--- src/rtl/flop_mismatch_log.sv ---
// Failure logger for compare benches: skips a warm-up window, timestamps failing cycles,
// queues {timestamp, ok vector} in a FIFO and keeps sticky failure summaries.
module flop_mismatch_log #(
  parameter int NCHK   = 22,
  parameter int DEPTH  = 8,
  parameter int TSW    = 32,
  parameter int WARMUP = 10
) (
  input  logic            clk,
  input  logic            rst_n,
  input  logic            start,
  input  logic            stop,
  input  logic [NCHK-1:0] ok,
  output logic            rd_valid,
  input  logic            rd_ready,
  output logic [TSW-1:0]  rd_time,
  output logic [NCHK-1:0] rd_okvec,
  output logic            fail_any,
  output logic [TSW-1:0]  fail_count,
  output logic [TSW-1:0]  first_time,
  output logic            overflow,
  output logic            busy
);

  localparam int AW = $clog2(DEPTH);
  localparam int WW = (WARMUP > 1) ? $clog2(WARMUP) : 1;

  typedef enum logic [1:0] {IDLE, WARM, CHECK} state_t;

  state_t          state, state_nxt;
  logic [WW-1:0]   warm_cnt;
  logic [TSW-1:0]  tstamp;
  logic [AW:0]     wr_ptr, rd_ptr;
  logic [TSW-1:0]  mem_time [DEPTH];
  logic [NCHK-1:0] mem_vec  [DEPTH];
  logic [NCHK-1:0] ok_clean;
  logic            start_edge, fail, empty, full, push, pop;

  always_comb begin
    state_nxt = state;
    case (state)
      IDLE:    if (start) state_nxt = WARM;
      WARM: begin
        if (stop)               state_nxt = IDLE;
        else if (warm_cnt == '0) state_nxt = CHECK;
      end
      CHECK:   if (stop) state_nxt = IDLE;
      default: state_nxt = IDLE;
    endcase
  end

  // Only a clean 1 passes; X/Z are treated as failing and stored as 0.
  always_comb begin
    ok_clean = '0;
    for (int i = 0; i < NCHK; i++) ok_clean[i] = (ok[i] === 1'b1);
  end

  assign start_edge = (state == IDLE) && start;
  assign fail       = (state == CHECK) && (ok_clean != {NCHK{1'b1}});
  assign empty      = (wr_ptr == rd_ptr);
  assign full       = (wr_ptr[AW] != rd_ptr[AW]) && (wr_ptr[AW-1:0] == rd_ptr[AW-1:0]);
  assign pop        = !empty && rd_ready;
  assign push       = fail && (!full || pop);

  always_ff @(posedge clk) begin
    if (!rst_n) begin
      state      <= IDLE;
      warm_cnt   <= '0;
      tstamp     <= '0;
      wr_ptr     <= '0;
      rd_ptr     <= '0;
      fail_any   <= 1'b0;
      fail_count <= '0;
      first_time <= '0;
      overflow   <= 1'b0;
    end else begin
      state <= state_nxt;
      if (push) wr_ptr <= wr_ptr + (AW+1)'(1);
      if (pop)  rd_ptr <= rd_ptr + (AW+1)'(1);

      if (start_edge) begin
        tstamp     <= '0;
        warm_cnt   <= WW'(WARMUP - 1);
        fail_any   <= 1'b0;
        fail_count <= '0;
        first_time <= '0;
        overflow   <= 1'b0;
      end else begin
        if (state != IDLE && tstamp != {TSW{1'b1}}) tstamp <= tstamp + TSW'(1);
        if (state == WARM && warm_cnt != '0) warm_cnt <= warm_cnt - WW'(1);
        if (fail) begin
          if (fail_count != {TSW{1'b1}}) fail_count <= fail_count + TSW'(1);
          if (!fail_any) begin
            fail_any   <= 1'b1;
            first_time <= tstamp;
          end
          if (full && !pop) overflow <= 1'b1;
        end
      end
    end
  end

  // Storage needs no reset: head outputs are gated by empty.
  always_ff @(posedge clk) begin
    if (push) begin
      mem_time[wr_ptr[AW-1:0]] <= tstamp;
      mem_vec[wr_ptr[AW-1:0]]  <= ok_clean;
    end
  end

  assign rd_valid = !empty;
  assign rd_time  = empty ? '0 : mem_time[rd_ptr[AW-1:0]];
  assign rd_okvec = empty ? '0 : mem_vec[rd_ptr[AW-1:0]];
  assign busy     = (state != IDLE);

endmodule

--- config.mk ---
export PLATFORM = sky130hd
export DESIGN_NAME = flop_mismatch_log
export DESIGN_NICKNAME = d
export VERILOG_FILES = /design/src/rtl/flop_mismatch_log.sv
export SDC_FILE = /design/constraint.sdc
export NUM_CORES = 1
export LEC_CHECK = 0
export ABC_AREA = 1
export ABC_CLOCK_PERIOD_IN_PS = 4210
export CAP_MARGIN = 20
export CORE_UTILIZATION = 47
export CTS_CLUSTER_SIZE = 30
export DETAILED_ROUTE_END_ITERATION = 16
export HOLD_SLACK_MARGIN = 0.12
export PLACE_DENSITY = 0.68
export SETUP_SLACK_MARGIN = 0.3
export SLEW_MARGIN = 20
export SYNTH_ARGS = -nofsm -noshare
export SYNTH_HDL_FRONTEND = slang
export SYNTH_SLANG_ARGS = --single-unit
export TNS_END_PERCENT = 10
--- constraint.sdc ---
create_clock -name clk -period 4.21 [get_ports clk]
set_clock_uncertainty 0.1 [all_clocks]
set_input_delay 0.6315 -clock clk [delete_from_list [all_inputs] [get_ports clk]]
set_output_delay 0.6315 -clock clk [all_outputs]
set_load 0.1 [all_outputs]
* Word-level counts from Yosys, hierarchy flattened
Memories as Yosys holds them, arrays and structs flattened. A register that Yosys moved wholly into a read port is not among the register bits.
Index checks and enable logic that the tools add are counted.
** Operators by class
- Add/subtract/negate cells :: 5
- Equal/unequal tests :: 33
- Muxes and demuxes :: 15
- Bitwise logic cells :: 2
- Reductions and logical operators :: 22
** Operators by type and width (count)
- adder 32 x 1 -> 32 bit, second input constant :: 2
- != test 32 bit, second input constant :: 2
- two-way mux 32 bit :: 1
- case equality test 1 bit, second input constant :: 22
- two-way mux 22 bit :: 1
- != test 22 bit, second input constant :: 1
- two-way mux 3 bit :: 4
- adder 4 x 1 -> 4 bit, second input constant :: 2
- logical AND 1 bit :: 8
- two-way mux 2 bit :: 4
- two-way mux 4 bit :: 2
- one-hot mux 2 bit (3 select lines) :: 1
- AND reduction 2 bit :: 3
- == test 4 bit :: 1
- zero test 4 bit :: 1
- != test 2 bit, second input constant :: 2
- nonzero test 2 bit :: 2
- nonzero test 4 bit :: 1
- subtractor 4 x 1 -> 4 bit, second input constant :: 1
- == test 3 bit :: 1
- zero test 1 bit :: 3
- != test 3 bit, second input constant :: 1
- AND reduction 3 bit :: 1
- == test 2 x 1 -> 1 bit, second input constant :: 1
- 7 further kinds :: 9
** Word-level totals
- Register bits :: 112
- RAM bits :: 432
- Bits of input ports :: 27
- Output and inout bits :: 122
- Word-level logic and storage cells :: 89
- Memories :: 2
** Memory list
- mem_time :: depth 8, width 32, rd ports 1, clocked after memory_dff 1, wr ports 1, RTL line 34 : logic [TSW-1:0] mem_time [DEPTH];
- mem_vec :: depth 8, width 22, rd ports 1, clocked after memory_dff 1, wr ports 1, RTL line 35 : logic [NCHK-1:0] mem_vec [DEPTH];

* Longest topological paths before layout
- Depth in word-level cells :: 7
- Mapped depth :: 12
- Depth with buffers taken out :: 11

* Worst setup path after synthesis
OpenSTA, ideal clock, no wires.
- Path type :: input to register
- From :: input ok[7]
- To :: memory mem_time[0][0], enable pin
- Data arrival time :: 3739 ps
- Path slack :: -95 ps
- Stages :: 10
- Path buffers :: 1
- Cells stage by stage :: nand2_1 nor2_1 nand2_1 nor2_1 nand2_1 buf_2 nand3_1 inv_1 nand2_1 nor2_1
** Between the ends
- Cells in the longest elaborated chain, start to end :: 6
** Ends and longest elaborated chain
- start: declaration :: RTL line 13 : input logic [NCHK-1:0] ok,
- case equality test 1 bit :: RTL line 55 : for (int i = 0; i < NCHK; i++) ok_clean[i] = (ok[i] === 1'b1);
- != test 22 bit :: RTL line 59 : assign fail = (state == CHECK) && (ok_clean != {NCHK{1'b1}});
- logical AND 1 bit :: RTL line 59
- logical AND 1 bit :: RTL line 63 : assign push = fail && (!full || pop);
- two-way mux 1 bit :: RTL line 105 : if (push) begin
- two-way mux 1 bit (not written as such) :: RTL line 106 : mem_time[wr_ptr[AW-1:0]] <= tstamp;
- end: declaration :: RTL line 34
Every way passes these cells.

==> summary by stage <==
Status
The flow ran to the end, and the final reports show no timing, DRC or antenna violations.

Synthesis
The register bit count reported by yosys is about 550. The post-synthesis instance area is 22,700 µm². The main flop type after synthesis is sky130_fd_sc_hd__edfxtp_1. Summing the areas of all and, or, nand and nor instances in the mapped netlist gives between 15 and 20% of the synthesized area.

The synthesized area divided by synthesized cell count is between 10 and 15 µm². Of the post-synthesis cell area, the part taken by muxes is 0%. The dominant combinational cell family by area after synthesis is simple AND/OR/NAND/NOR gates. The top cell type by area accounts for a little under three fifths of the synthesized area. The number of enable-type register cells in the synthesized netlist is 432. The cell with the most instances after synthesis is sky130_fd_sc_hd__nor2_1. The cell count after synthesis is 2,161.

The synthesized design spends more area on one cell type than any other, namely sky130_fd_sc_hd__edfxtp_1. The warning count from the yosys run is 0. Ranked by total cell area, the synthesized netlist is headed by sky130_fd_sc_hd__edfxtp_1 57%, sky130_fd_sc_hd__dfxtp_1 10%, sky130_fd_sc_hd__nor2_1 7.8%, sky130_fd_sc_hd__o21ai_0 6.0%, sky130_fd_sc_hd__nand2_1 5.2%. The synthesized netlist devotes less than 1% of its cell area to adder and majority cells.

The distinct cell type count of the synthesized netlist is 35. Sequential cells were found to cover between 60% and 70% of the synthesized design area. The post-synthesis xor/xnor area fraction is under 10%. The synthesized net count is roughly 2,200. Summing the areas of all compound-gate instances in the mapped netlist gives around 11% of the synthesized area. The share of async-settable or async-resettable flops after synthesis is 0%. By count the netlist is led by 471 x sky130_fd_sc_hd__nor2_1, 432 x sky130_fd_sc_hd__edfxtp_1, 315 x sky130_fd_sc_hd__nand2_1.

Power
The post-route total power is approximately 0.014 W. VDD sags by at most 0.294 mV. The static leakage is between 9 and 10 nW. The power density normalized to cell area is a little over 500 nW/µm².

Timing
The pin slew with the least headroom to its limit is 1100 ps. The final hold violation count is 0. Setup repair after global routing left no endpoint under its margin. The final number of max-transition violations is 0.

The clock period minus final worst setup slack is around 3700 ps. The worst path uses between 80 and 90% of the clock period. The total of endpoints with negative setup slack in the final report is 0.

The relative max-transition margin is 26.2%. The tightest hold path in the finished design has a slack of ~360 ps. The peak clock frequency supported by timing is approximately 270 MHz.

Floorplanning
The initial standard-cell utilization of the core is 47.6%. The die covers slightly below 50,000 µm². Pin placement for this block handled ~150 I/O pins.

The floorplan step set the die height to roughly 220 µm. The width of the die is around 220 µm. The placeable core region is around 48,000 µm². In this run the core area contains 80 standard-cell rows.

Clock network
TritonCTS built the clock tree. The H-tree depth is 2. The total CTS buffers is 54. Clock-pin slew was measured on the worst setup and hold paths at ~60 ps. The root buffer selected by CTS is sky130_fd_sc_hd__clkbuf_16.

The number of sinks handled by clock tree synthesis is 547. The maximum clock path buffer count is 3. The clock latency on the worst-skew pair is 600 ps.

Post-CTS repair changed the size of 0 cells.

Drt
The number of vias after detailed routing is roughly 16,000. The DRC marker count from the first detailed-route iteration is 1,406. The detail route stage leaves a number of antenna-violating nets equal to 0. The final routed wire length divided by cell count is about 19 µm. Using the TritonRoute via totals, the vias-per-cell ratio works out to approximately 5.5. The length of the first detailed-routing pass in iterations is 5. Wires add up to 56,300 µm.

The remaining design rule violation count is 0.

Worst setup path
The setup slack of the worst register-to-register path is 1030 ps. The maximum fanout along the worst path is 54. The sort of element at the end of the critical path is an output pin.

The origin of the critical flop-to-flop path is tstamp[1]. The sort of element at the start of the critical path is a register. For the worst setup path, the data arrival time is roughly 3000 ps. The critical path is of the register to output pin type. The critical path required time is approximately 3500 ps.

Global routing
The first global-routing pass estimated just under 90,000 µm of wire. The number of antenna violations at the first check in global routing came to 0. The via count of the first global-routing pass came to about 16,000.

Global routing finished with a remaining overflow of 0. Global routing used approximately 23% of the available tracks across all layers. The maximum number of pins on one net before global-route repair is 83.

Cells and area
The total number of nets in the final design is around 2,300. The number of inserted diodes is 0. The fraction of final layout cells with drive strength greater than 1 is 9.15%.

The number of filler instances in the final layout is 3,933. Relative to the synthesized area, the layout overhead comes to 19.7%.

Min path
The startpoint identified for the worst hold timing path is first_time[11]. The path class of the tightest hold or removal check is register to register.

Placement
The congestion estimate from routability-driven global placement came to 0.890. Detailed placement ended at an HPWL of around 33,000 µm. The port buffer count is roughly 150.

Flow run
Max-cap violations in this run came to 0.
registers in the layout, indices dropped and copies added (netlist names), named ones only:
name        cells
fail_count     32
rd_ptr          4
fail_any        1
wr_ptr          4
overflow        1
state           2
tstamp         32
warm_cnt        4
mem_vec       176
mem_time      256
first_time     32
kinds of logic (layout without fill, tap and decap cells):
family	after synthesis	in the layout
compound gates	472	472
buf+inv	199	367
fa+ha+maj	5	5
xor+xnor	34	34
flops	547	547
simple gates	904	904
routing by layer:
layer	vias to the layer above	share of wire (%)	global-route usage, %
met5	-	0	0
met4	0	2.5	6.99
met3	92	5.5	3.55
met2	515	49	38.1
met1	7890	43	30.5
li1	7798	-	-
through the flow:
| stage | cell area [µm²] | std cells | TNS [ps] | setup WS, ps | util (%) |
|---|---|---|---|---|---|
| 6_report | 27200 | 2944 | 0 | 519 | 56.9 |
| 5_1_grt | 27200 | 2944 | 0 | 341 | 56.9 |
| 4_1_cts | 27200 | 2943 | 0 | 390 | 56.9 |
| 3_5_place_dp | 25500 | 2842 | 0 | 580 | 53.3 |
| 3_3_place_gp | 25500 | 2842 | 0 | 643 | 53.3 |
| 2_1_floorplan | 22700 | 2161 | -20450 | -94.7 | - |
where the power goes:
part / internal [W] / total [W] / switching (W)
logic: 0.00103 / 0.00335 / 0.00232
registers: 0.00581 / 0.00588 / 0.0000678
clock network: 0.00268 / 0.00467 / 0.00198
critical path, stage by stage (launching register included):
cell and delay, ps:
sky130_fd_sc_hd__dfxtp_4 580, sky130_fd_sc_hd__buf_4 600, sky130_fd_sc_hd__o21ai_0 180, sky130_fd_sc_hd__o22ai_1 170
sky130_fd_sc_hd__o21ai_0 90, sky130_fd_sc_hd__a31oi_1 480, sky130_fd_sc_hd__buf_12 250
final timing paths:
kind / to / cells past startpoint
setup reg to reg: tstamp[8] / 10
hold reg to reg: first_time[11] / 2
setup / recovery: rd_time[31] / 6
hold / removal: first_time[11] / 2
cell usage in the layout (no fill, tap or decap), types with 3 or more instances in the layout:
master | synthesis | final
sky130_fd_sc_hd__buf_12 | 0 | 68
sky130_fd_sc_hd__nor2_2 | 7 | 8
sky130_fd_sc_hd__a21oi_1 | 80 | 80
sky130_fd_sc_hd__bufinv_16 | 0 | 4
sky130_fd_sc_hd__dfxtp_1 | 115 | 113
sky130_fd_sc_hd__nand3b_1 | 13 | 13
sky130_fd_sc_hd__nand2_1 | 315 | 314
sky130_fd_sc_hd__clkbuf_1 | 69 | 11
sky130_fd_sc_hd__clkbuf_16 | 0 | 55
sky130_fd_sc_hd__xnor2_1 | 10 | 10
sky130_fd_sc_hd__a31oi_1 | 55 | 55
sky130_fd_sc_hd__nor3_1 | 7 | 7
sky130_fd_sc_hd__clkinv_2 | 0 | 15
sky130_fd_sc_hd__nor2_1 | 471 | 462
sky130_fd_sc_hd__clkinv_1 | 3 | 12
sky130_fd_sc_hd__edfxtp_1 | 432 | 432
sky130_fd_sc_hd__buf_4 | 5 | 29
sky130_fd_sc_hd__nand3_1 | 29 | 29
sky130_fd_sc_hd__ha_1 | 5 | 5
sky130_fd_sc_hd__o21ai_0 | 270 | 270
sky130_fd_sc_hd__clkbuf_2 | 1 | 3
sky130_fd_sc_hd__inv_1 | 70 | 70
sky130_fd_sc_hd__nand2_2 | 5 | 6
sky130_fd_sc_hd__xor2_1 | 24 | 24
sky130_fd_sc_hd__o22ai_1 | 54 | 54
sky130_fd_sc_hd__o21ai_1 | 11 | 11
sky130_fd_sc_hd__nand4_1 | 48 | 48
sky130_fd_sc_hd__clkdlybuf4s50_1 | 0 | 93
sky130_fd_sc_hd__nor2_4 | 3 | 11
timing repair:
action                     in CTS  in global routing
setup buffers                   0                  1
hold buffers                    0                  0
setup endpoints to repair       0                 10
cell type report:
class | instances | area (µm²) | share of cell area, %
flip-flops and latches | 547 | 15300 | 56.2
multi-input cells | 1415 | 6620 | 24.4
clock buffers | 71 | 1460 | 5.37
well taps | 615 | 769 | 2.83
repair buffers | 190 | 2510 | 9.23
clock inverters | 30 | 248 | 0.911
inverters | 76 | 289 | 1.06
No activity file was read; power rests on OpenSTA's default activity.
